`src/rtl/nco_pkg.sv`:
```
// rtl/nco_pkg.sv - shared NCO types, width defaults and angle constants
// Purpose : state encoding and constants shared by the NCO front end and
//           the downstream CORDIC stage.
// Contents: nco_state_e (IDLE/RUN/SWEEP), width/latency defaults,
//           quarter-circle angle constants for the 16-bit angle format.
package nco_pkg;

   localparam int NCO_ACC_W      = 32;
   localparam int NCO_PHASE_W    = 16;
   localparam int NCO_CORDIC_LAT = 13;

   // Unsigned full-circle angle: 0x0000 = 0, 0x4000 = 90 deg, ...
   localparam logic [15:0] ANG_90  = 16'h4000;
   localparam logic [15:0] ANG_180 = 16'h8000;
   localparam logic [15:0] ANG_270 = 16'hC000;

   typedef enum logic [1:0] {
      IDLE  = 2'd0,
      RUN   = 2'd1,
      SWEEP = 2'd2
   } nco_state_e;

endpackage

```
`src/rtl/valid_delay_line.sv`:
```
// rtl/valid_delay_line.sv - fixed-depth shift register for a valid flag
// Purpose : delays a valid flag by DEPTH clock cycles so it lines up with a
//           pipelined datapath. Only reset clears it; it never stalls.
// Ports   : clk     - clock, rising edge
//           rst     - asynchronous active-high reset
//           valid_i - flag to delay
//           valid_o - valid_i delayed DEPTH cycles
module valid_delay_line #(
   parameter int DEPTH = 13
) (
   input  logic clk,
   input  logic rst,
   input  logic valid_i,
   output logic valid_o
);

   logic [DEPTH-1:0] shift_q;

   always_ff @(posedge clk or posedge rst) begin
      if (rst) begin
         shift_q <= '0;
      end else begin
         shift_q[0] <= valid_i;
         for (int i = 1; i < DEPTH; i++) begin
            shift_q[i] <= shift_q[i-1];
         end
      end
   end

   assign valid_o = shift_q[DEPTH-1];

endmodule

```
`src/rtl/nco_phase_gen.sv`:
```
// rtl/nco_phase_gen.sv - NCO phase accumulator with constant/chirp modes
// Purpose : generates the 16-bit angle stream for the CORDIC sin/cos stage,
//           either at constant frequency or with a linear FTW sweep that is
//           one-shot (then constant) or repeating.
// Ports   : clk, rst             - clock, async active-high reset
//           start / stop         - single-cycle commands (stop has priority)
//           ftw_start, ftw_step  - initial FTW and signed per-sample step
//           sweep_len            - sweep samples, 0 = constant frequency
//           sweep_repeat         - reload ftw_start after each sweep pass
//           phase_off            - constant angle offset
//           theta, theta_valid   - registered angle and its valid
//           sincos_valid         - theta_valid delayed CORDIC_LAT cycles
//           sweep_active         - state is SWEEP
//           sweep_done           - one-cycle pulse at end of each sweep pass
module nco_phase_gen
   import nco_pkg::*;
#(
   parameter int ACC_W      = NCO_ACC_W,
   parameter int PHASE_W    = NCO_PHASE_W,
   parameter int CORDIC_LAT = NCO_CORDIC_LAT
) (
   input  logic               clk,
   input  logic               rst,
   input  logic               start,
   input  logic               stop,
   input  logic [ACC_W-1:0]   ftw_start,
   input  logic [ACC_W-1:0]   ftw_step,
   input  logic [15:0]        sweep_len,
   input  logic               sweep_repeat,
   input  logic [PHASE_W-1:0] phase_off,
   output logic [PHASE_W-1:0] theta,
   output logic               theta_valid,
   output logic               sincos_valid,
   output logic               sweep_active,
   output logic               sweep_done
);

   nco_state_e         state_q;
   logic [ACC_W-1:0]   acc_q;
   logic [ACC_W-1:0]   ftw_cur_q;
   logic [ACC_W-1:0]   ftw_start_q;
   logic [ACC_W-1:0]   ftw_step_q;
   logic [15:0]        sweep_len_q;
   logic [15:0]        cnt_q;
   logic               sweep_repeat_q;
   logic [PHASE_W-1:0] phase_off_q;
   logic [PHASE_W-1:0] theta_q;
   logic               theta_valid_q;
   logic               sweep_done_q;

   logic [PHASE_W-1:0] theta_d;
   logic [ACC_W-1:0]   acc_d;
   logic [ACC_W-1:0]   ftw_ramp_d;
   logic               sweep_end_d;

   always_comb begin
      theta_d     = acc_q[ACC_W-1 -: PHASE_W] + phase_off_q;
      acc_d       = acc_q + ftw_cur_q;
      ftw_ramp_d  = ftw_cur_q + ftw_step_q;
      sweep_end_d = (cnt_q == (sweep_len_q - 16'd1));
   end

   always_ff @(posedge clk or posedge rst) begin
      if (rst) begin
         state_q        <= IDLE;
         acc_q          <= '0;
         ftw_cur_q      <= '0;
         ftw_start_q    <= '0;
         ftw_step_q     <= '0;
         sweep_len_q    <= '0;
         cnt_q          <= '0;
         sweep_repeat_q <= 1'b0;
         phase_off_q    <= '0;
         theta_q        <= '0;
         theta_valid_q  <= 1'b0;
         sweep_done_q   <= 1'b0;
      end else if (stop) begin
         // theta holds its last value; only the accumulator is cleared.
         state_q       <= IDLE;
         acc_q         <= '0;
         theta_valid_q <= 1'b0;
         sweep_done_q  <= 1'b0;
      end else begin
         sweep_done_q <= 1'b0;
         case (state_q)
            RUN: begin
               theta_q       <= theta_d;
               theta_valid_q <= 1'b1;
               acc_q         <= acc_d;
            end
            SWEEP: begin
               theta_q       <= theta_d;
               theta_valid_q <= 1'b1;
               acc_q         <= acc_d;
               if (sweep_end_d) begin
                  sweep_done_q <= 1'b1;
                  cnt_q        <= '0;
                  if (sweep_repeat_q) begin
                     ftw_cur_q <= ftw_start_q;
                  end else begin
                     state_q <= RUN;
                  end
               end else begin
                  ftw_cur_q <= ftw_ramp_d;
                  cnt_q     <= cnt_q + 16'd1;
               end
            end
            default: begin
               theta_valid_q <= 1'b0;
            end
         endcase

         // A restart overrides the state update above but leaves the sample
         // just emitted on this edge intact, so a running stream has no gap.
         if (start) begin
            ftw_start_q    <= ftw_start;
            ftw_step_q     <= ftw_step;
            sweep_len_q    <= sweep_len;
            sweep_repeat_q <= sweep_repeat;
            phase_off_q    <= phase_off;
            acc_q          <= '0;
            ftw_cur_q      <= ftw_start;
            cnt_q          <= '0;
            sweep_done_q   <= 1'b0;
            state_q        <= (sweep_len != 16'd0) ? SWEEP : RUN;
         end
      end
   end

   valid_delay_line #(
      .DEPTH (CORDIC_LAT)
   ) u_sincos_delay (
      .clk     (clk),
      .rst     (rst),
      .valid_i (theta_valid_q),
      .valid_o (sincos_valid)
   );

   assign theta        = theta_q;
   assign theta_valid  = theta_valid_q;
   assign sweep_done   = sweep_done_q;
   assign sweep_active = (state_q == SWEEP);

endmodule

```
`config.mk`:
```
export PLATFORM = sky130hd
export DESIGN_NAME = nco_phase_gen
export DESIGN_NICKNAME = d
export VERILOG_FILES = /design/src/rtl/nco_pkg.sv /design/src/rtl/valid_delay_line.sv /design/src/rtl/nco_phase_gen.sv
export SDC_FILE = /design/constraint.sdc
export NUM_CORES = 1
export LEC_CHECK = 0
export BUFFER_PORTS_ARGS = -buffer_cell sky130_fd_sc_hd__buf_4
export CELL_PAD_IN_SITES_DETAIL_PLACEMENT = 1
export CELL_PAD_IN_SITES_GLOBAL_PLACEMENT = 1
export CORE_UTILIZATION = 50
export DETAILED_ROUTE_END_ITERATION = 16
export GPL_ROUTABILITY_DRIVEN = 0
export PLACE_DENSITY = 0.92
export SYNTH_ARGS = -nofsm -noshare
export SYNTH_HDL_FRONTEND = slang
export SYNTH_SLANG_ARGS = --single-unit
```
`constraint.sdc`:
```
create_clock -name clk -period 11.29 [get_ports clk]
set_input_delay 1.129 -clock clk [delete_from_list [all_inputs] [get_ports clk]]
set_output_delay 1.129 -clock clk [all_outputs]
set_load 0.02 [all_outputs]
```
# Word level (Yosys, flattened, before mapping)
# Index checks and enable logic that the tools add are counted.
op_classes:
  eq_ne: 5
  addsub: 5
  reduce_logical: 11
  muxes: 22
  bitwise_logic: 1
ops:
  columns: ["cell", "n"]
  rows:
  - ["$mux W32", 7]
  - ["$add A32 B32 Y32", 2]
  - ["$mux W16", 3]
  - ["$add A16 B1 Y16 const B", 1]
  - ["$add A16 B16 Y16", 1]
  - ["$eq A16 B16 Y1", 1]
  - ["$reduce_bool A16 Y1", 1]
  - ["$sub A16 B1 Y16 const B", 1]
  - ["$mux W2", 6]
  - ["$reduce_bool A3 Y1", 3]
  - ["$mux W1", 6]
  - ["$ne A3 B3 Y1 const B", 2]
  - ["$reduce_and A2 Y1", 3]
  - ["$reduce_and A3 Y1", 2]
  - ["$eq A2 B1 Y1 const B", 1]
  - ["$eq A2 B2 Y1 const B", 1]
  - ["$reduce_bool A2 Y1", 1]
  - ["$reduce_or A2 Y1", 1]
  - ["$not A1 Y1", 1]
word_totals:
  out_inout_bits: 20
  reg_bits: 210
  in_bits: 101
  word_cells: 57

# Depth between registers and ports, before layout
depth:
  word_depth: 6
  mapped_depth: 15
  mapped_depth_nobuf: 13

# Cells and area by module
# Synthesis repeated with hierarchy kept, for this count alone.
unflattened:
  hier_cells: 1280
  hier_area_um2: 12415.7
modules_own_cells:
  columns: ["mod", "cells_per_inst", "n_inst", "seq_area_each_um2", "area_per_inst_um2"]
  rows:
  - ["nco_phase_gen", 1266, 1, 4929.7, 12086.6]
  - ["valid_delay_line", 14, 1, 325.3, 329.1]

# Worst setup path after synthesis
# No wires, ideal clock.
synth_timing:
  path_type: "register to register"
  start: "register sweep_len_q[0]"
  end: "register ftw_cur_q[14]"
  setup_ns: 0.125
  t_required_ns: 11.165
  stages_incl_launch_ff: 12
  n_path_buf: 2
  arrival_time_ns: 3.196
  path_slack_ns: 7.969
  cell_sequence: "dfrtp_1 > inv_1 > ha_1 > buf_2 > or4b_2 > or4_1 > xnor2_1 > nor4_2 > nand3_4 > o31ai_4 > buf_4 > mux2_2"
synth_via:
  elab_chain_cells: 5
  word_cells_on_any_way: 7
  classes_between: "add/sub (1); eq/ne (2); mux (3); reduce/logical (1)"
synth_rtl:
  columns: ["element", "line", "text"]
  rows:
  - ["start: declaration", "nco_phase_gen.sv:43", "logic [15:0] sweep_len_q;"]
  - ["start signal: assignment", "nco_phase_gen.sv:118", "sweep_len_q <= sweep_len;"]
  - ["$sub A16 B1 Y16 *", "nco_phase_gen.sv:60", "sweep_end_d = (cnt_q == (sweep_len_q - 16'd1));"]
  - ["$eq A16 B16 Y1 *", "nco_phase_gen.sv:60", null]
  - ["$mux W32", "nco_phase_gen.sv:95", "if (sweep_end_d) begin"]
  - ["$mux W32", "nco_phase_gen.sv:85", "case (state_q)"]
  - ["$mux W32", "nco_phase_gen.sv:115", "if (start) begin"]
  - ["end signal: assignment", "nco_phase_gen.sv:99", "ftw_cur_q <= ftw_start_q;"]
  - ["end signal: assignment", "nco_phase_gen.sv:104", "ftw_cur_q <= ftw_ramp_d;"]
  - ["end signal: assignment", "nco_phase_gen.sv:122", "ftw_cur_q <= ftw_start;"]
  - ["end: declaration", "nco_phase_gen.sv:40", "logic [ACC_W-1:0] ftw_cur_q;"]
# Every way passes the cells marked *; elsewhere a longest branch is shown, timed or not. The select of a mux whose other input is x is not followed.
# A chain may end at the register's enable or synchronous reset.

# Worst setup path in the final report
layout_timing:
  start: "register ftw_cur_q[0]"
  end: "register acc_q[30]"
layout_via:
  elab_chain_cells: 4
layout_rtl:
  columns: ["element", "line", "text"]
  rows:
  - ["$add A32 B32 Y32", "nco_phase_gen.sv:58", "acc_d = acc_q + ftw_cur_q;"]
  - ["$mux W32", "nco_phase_gen.sv:85", null]
  - ["$mux W32", "nco_phase_gen.sv:115", null]
  - ["$mux W32", "nco_phase_gen.sv:77", "end else if (stop) begin"]
  - ["end signal: assignment", "nco_phase_gen.sv:80", "acc_q <= '0;"]
  - ["end signal: assignment", "nco_phase_gen.sv:89", "acc_q <= acc_d;"]
  - ["end signal: assignment", "nco_phase_gen.sv:121", "acc_q <= '0;"]
  - ["end: declaration", "nco_phase_gen.sv:39", "logic [ACC_W-1:0] acc_q;"]
# No other way between the ends. The select of a mux whose other input is x is not followed.

==> results.md <==
- Outcome: finished clean
- Largest stage delay on the critical path: slightly above 0.8 ns
- GRT busiest layer: met2
- Hpwl dp: 27,500 um
- Worst skew pair latency: 0.53 ns
- Vias in the first global route: 12,239
- Fin crit share: 0.383
- CTS root buf: clkbuf_16
- WP data required: 11.70 ns
- Rel. slew slack: 0.233
- Setup TNS Final: 0 ns
- Commonest non-fill, non-tap cell in the layout: dfrtp_1
- Clock sink count: 210
- Design Area, Final: 14,700 sq um
- DR vias/cell: ~6.4
- CP bufs+invs: 0
- Post-Layout Cell Count: 1,730
- Clock network power share: 0.279
- Crit-path cells: ha_1 -> fa_1 -> a211o_1 -> o211ai_1 -> a21o_1 -> a21oi_1 -> a211oi_1 -> o21ai_0 -> a2111oi_0 -> o31ai_1 -> xor2_1 -> a22o_1
- Cell Pwr Density: 210 nW/um^2
- Clock Skews: 0.0116 ns
- Worst path arrival time: 4.74 ns
- Switch share: 0.384
- H-tree depth: 1
- Layout cells sized above 1: 0.200
- Initial DRC Count: 761
- Worst hold path class: flop to flop
- Unrepaired setup endpoints after global routing: false
- Gate power share: 0.386
- Crit path max fanout: 4
- Sequential share of power: 0.335
- Yosys reg bits: 210
- Antenna viol nets, final: 0
- Ys flop type: dfrtp_1
- Net Switching: 1.19 mW
- Vias: 11,035
- Post-Syn Area: 12,700 sq um
- Avg Inst Size Synth: 9.88 sq um
- Synth Net Count: 1,470
- DIE AREA: roughly 26,000 sq um
- First-pass iteration count of the detailed router: 5
- Post-synthesis instance total: 1,286
- Initial core utilization: 0.517
- Kind of critical path: flop to flop
- R2R setup slack: 6.97 ns
- Pleak: 6.80 nW
- Hold Buf Count CTS: 0
- Synth cell types: 70
- Placed Cells: 1,687
- Most frequent cells in the layout: 210 x dfrtp_1, 127 x buf_4, 123 x nand2_1
- Ys Warns: 0
- # rows: 57
- I/O Buffers: 120
- Least-Margin Pin Slew: 1.15 ns
- WL final: 41,500 um
- Fmax achieved: about 230 MHz
- Initial antenna violation count: 0
- CTS Buffer Depth: 3
- Internal power: 1.90 mW
- Final setup viols: 0
- Post-CTS Resized: 0
- Antenna diodes: 0
- Number of synthesized flops with an enable pin: 0
- Met2 Use GR: 0.584
- Fin. max-slew vios: 0
- CP top delay family: compound AO/OA/AOI/OAI gates
- Met1 usage in global routing: 0.389
- Grt total ovfl: 0
- Met3 Usage GRT: 0.0431
- Final Net Count: 1,574
- Core Area: 24,600 sq um
- Largest net degree at the start of global routing: 133
- Crit. End Element: flop
- Post-route DRC: 0
- Post-CTS Setup Repair Bufs: 0
- DIE HEIGHT: ~160 um
- Peak supply drop: approximately 0.13 mV
- Top-level I/O count: around 120
- Wire length per cell: roughly 24 um
- Reg clk slew, reported paths: 0.06 ns
- First-pass GRT wire length: 67,600 um
- Die width: about 160 um
- Worst Setup Start Kind: flop
- Placed inst area: 13,900 sq um
- Slowest CP cell: a2111oi_0
- CTS tree: yes
- Register area share after synthesis: 0.413
- Minimum clock period: 4.32 ns
- Synth-to-Final Area Change: 15.8%
- Max-Cap Viols: 0
- Global Route Usage Sum: 0.330
- Number of CTS-inserted buffers: 25
- Hold Vio Cnt, Final: 0
- # fillers: 2,732
- Synth async-reset ratio: 1.00
cell type report:
| class | instances | area, sq um | share of cell area |
|---|---|---|---|
| timing repair buffer | 127 | 953 | 0.0648 |
| clock inverter | 10 | 158 | 0.0107 |
| tap | 324 | 405 | 0.0276 |
| sequential | 210 | 5260 | 0.357 |
| inverter | 36 | 143 | 0.00969 |
| multi-input combinational | 990 | 7100 | 0.483 |
| clock buffer | 33 | 696 | 0.0473 |
synthesized netlist by cell type (all sizes together) (27+ instances only):
cell type | instances | share of area
nor2 | 76 | 0.022
ha | 80 | 0.079
xor2 | 35 | 0.024
nand2 | 123 | 0.036
nor3 | 28 | 0.012
nand3 | 27 | 0.012
a21oi | 76 | 0.030
inv | 36 | 0.011
clkbuf | 31 | 0.0092
mux2 | 92 | 0.082
dfrtp | 210 | 0.41
xnor2 | 47 | 0.032
a21o | 28 | 0.017
o21ai | 107 | 0.043
a22o | 28 | 0.019
sequential cells by signal, indices dropped and copies added, names as in the netlist, 2 cells and up:
signal                  count
ftw_start_q                32
ftw_step_q                 32
state_q                     2
ftw_cur_q                  32
cnt_q                      16
phase_off_q                16
acc_q                      32
u_sincos_delay.shift_q     13
theta                      16
sweep_len_q                16
worst reg2reg max path, stage by stage (launching register included):
cell and delay, ns:
dfrtp_1 0.41, ha_1 0.23, fa_1 0.45, a211o_1 0.29, o211ai_1 0.17, a21o_1 0.20
a21oi_1 0.13, a211oi_1 0.53, o21ai_0 0.34, a2111oi_0 0.82, o31ai_1 0.23, xor2_1 0.18
a22o_1 0.22
power groups by stage:
stage                     Sequential [mW]  Combinational (mW)  Clock [mW]
after floorplan                     0.993               0.818           0
after global placement               1.03                1.05           0
after detailed placement             1.04                1.13           0
after CTS                            1.03                1.18       0.865
after global routing                 1.04                1.30       0.896
final                                1.03                1.19       0.861
cell families (layout without fill, tap and decap cells):
logic type / count (synthesis) / after routing / synth area share
compound gates: 363 / 363 / 0.187
xor+xnor: 82 / 82 / 0.0565
fa+ha+maj: 83 / 83 / 0.0835
buf+inv: 86 / 206 / 0.0285
flops: 210 / 210 / 0.413
mux: 107 / 107 / 0.0933
simple gates: 355 / 355 / 0.137
through the flow:
stage	power (mW)	utilization	setup WS (ns)	hold slack [ns]
after global routing	3.24	0.598	6.69	0.359
after global placement	2.08	0.563	7.28	0.333
final	3.09	0.598	6.97	0.352
after detailed placement	2.17	0.563	7.06	0.338
after CTS	3.07	0.598	7.01	0.354
after floorplan	1.81	-	4.42	0.331
final timing paths:
kind	from	endpoint	depth (start not counted)
worst max register to register	ftw_cur_q[0]$_DFFE_PP0P_	acc_q[30]$_DFFE_PP0P_	12
worst min register to register	u_sincos_delay.shift_q[5]$_DFF_PP0_	u_sincos_delay.shift_q[6]$_DFF_PP0_	0
worst min-delay path	u_sincos_delay.shift_q[5]$_DFF_PP0_	u_sincos_delay.shift_q[6]$_DFF_PP0_	0
min in group asynchronous	rst	sweep_len_q[8]$_DFFE_PP0P_	2
max in group asynchronous	rst	acc_q[2]$_DFFE_PP0P_	3
worst max-delay path	ftw_cur_q[0]$_DFFE_PP0P_	acc_q[30]$_DFFE_PP0P_	12
metal layers:
layer | vias up | wire [um]
li1 | 4912 | -
met1 | 5561 | 16100
met2 | 410 | 21000
met3 | 152 | 2010
met4 | 0 | 2400
met5 | - | 0
No activity file was read; power rests on OpenSTA's default activity.
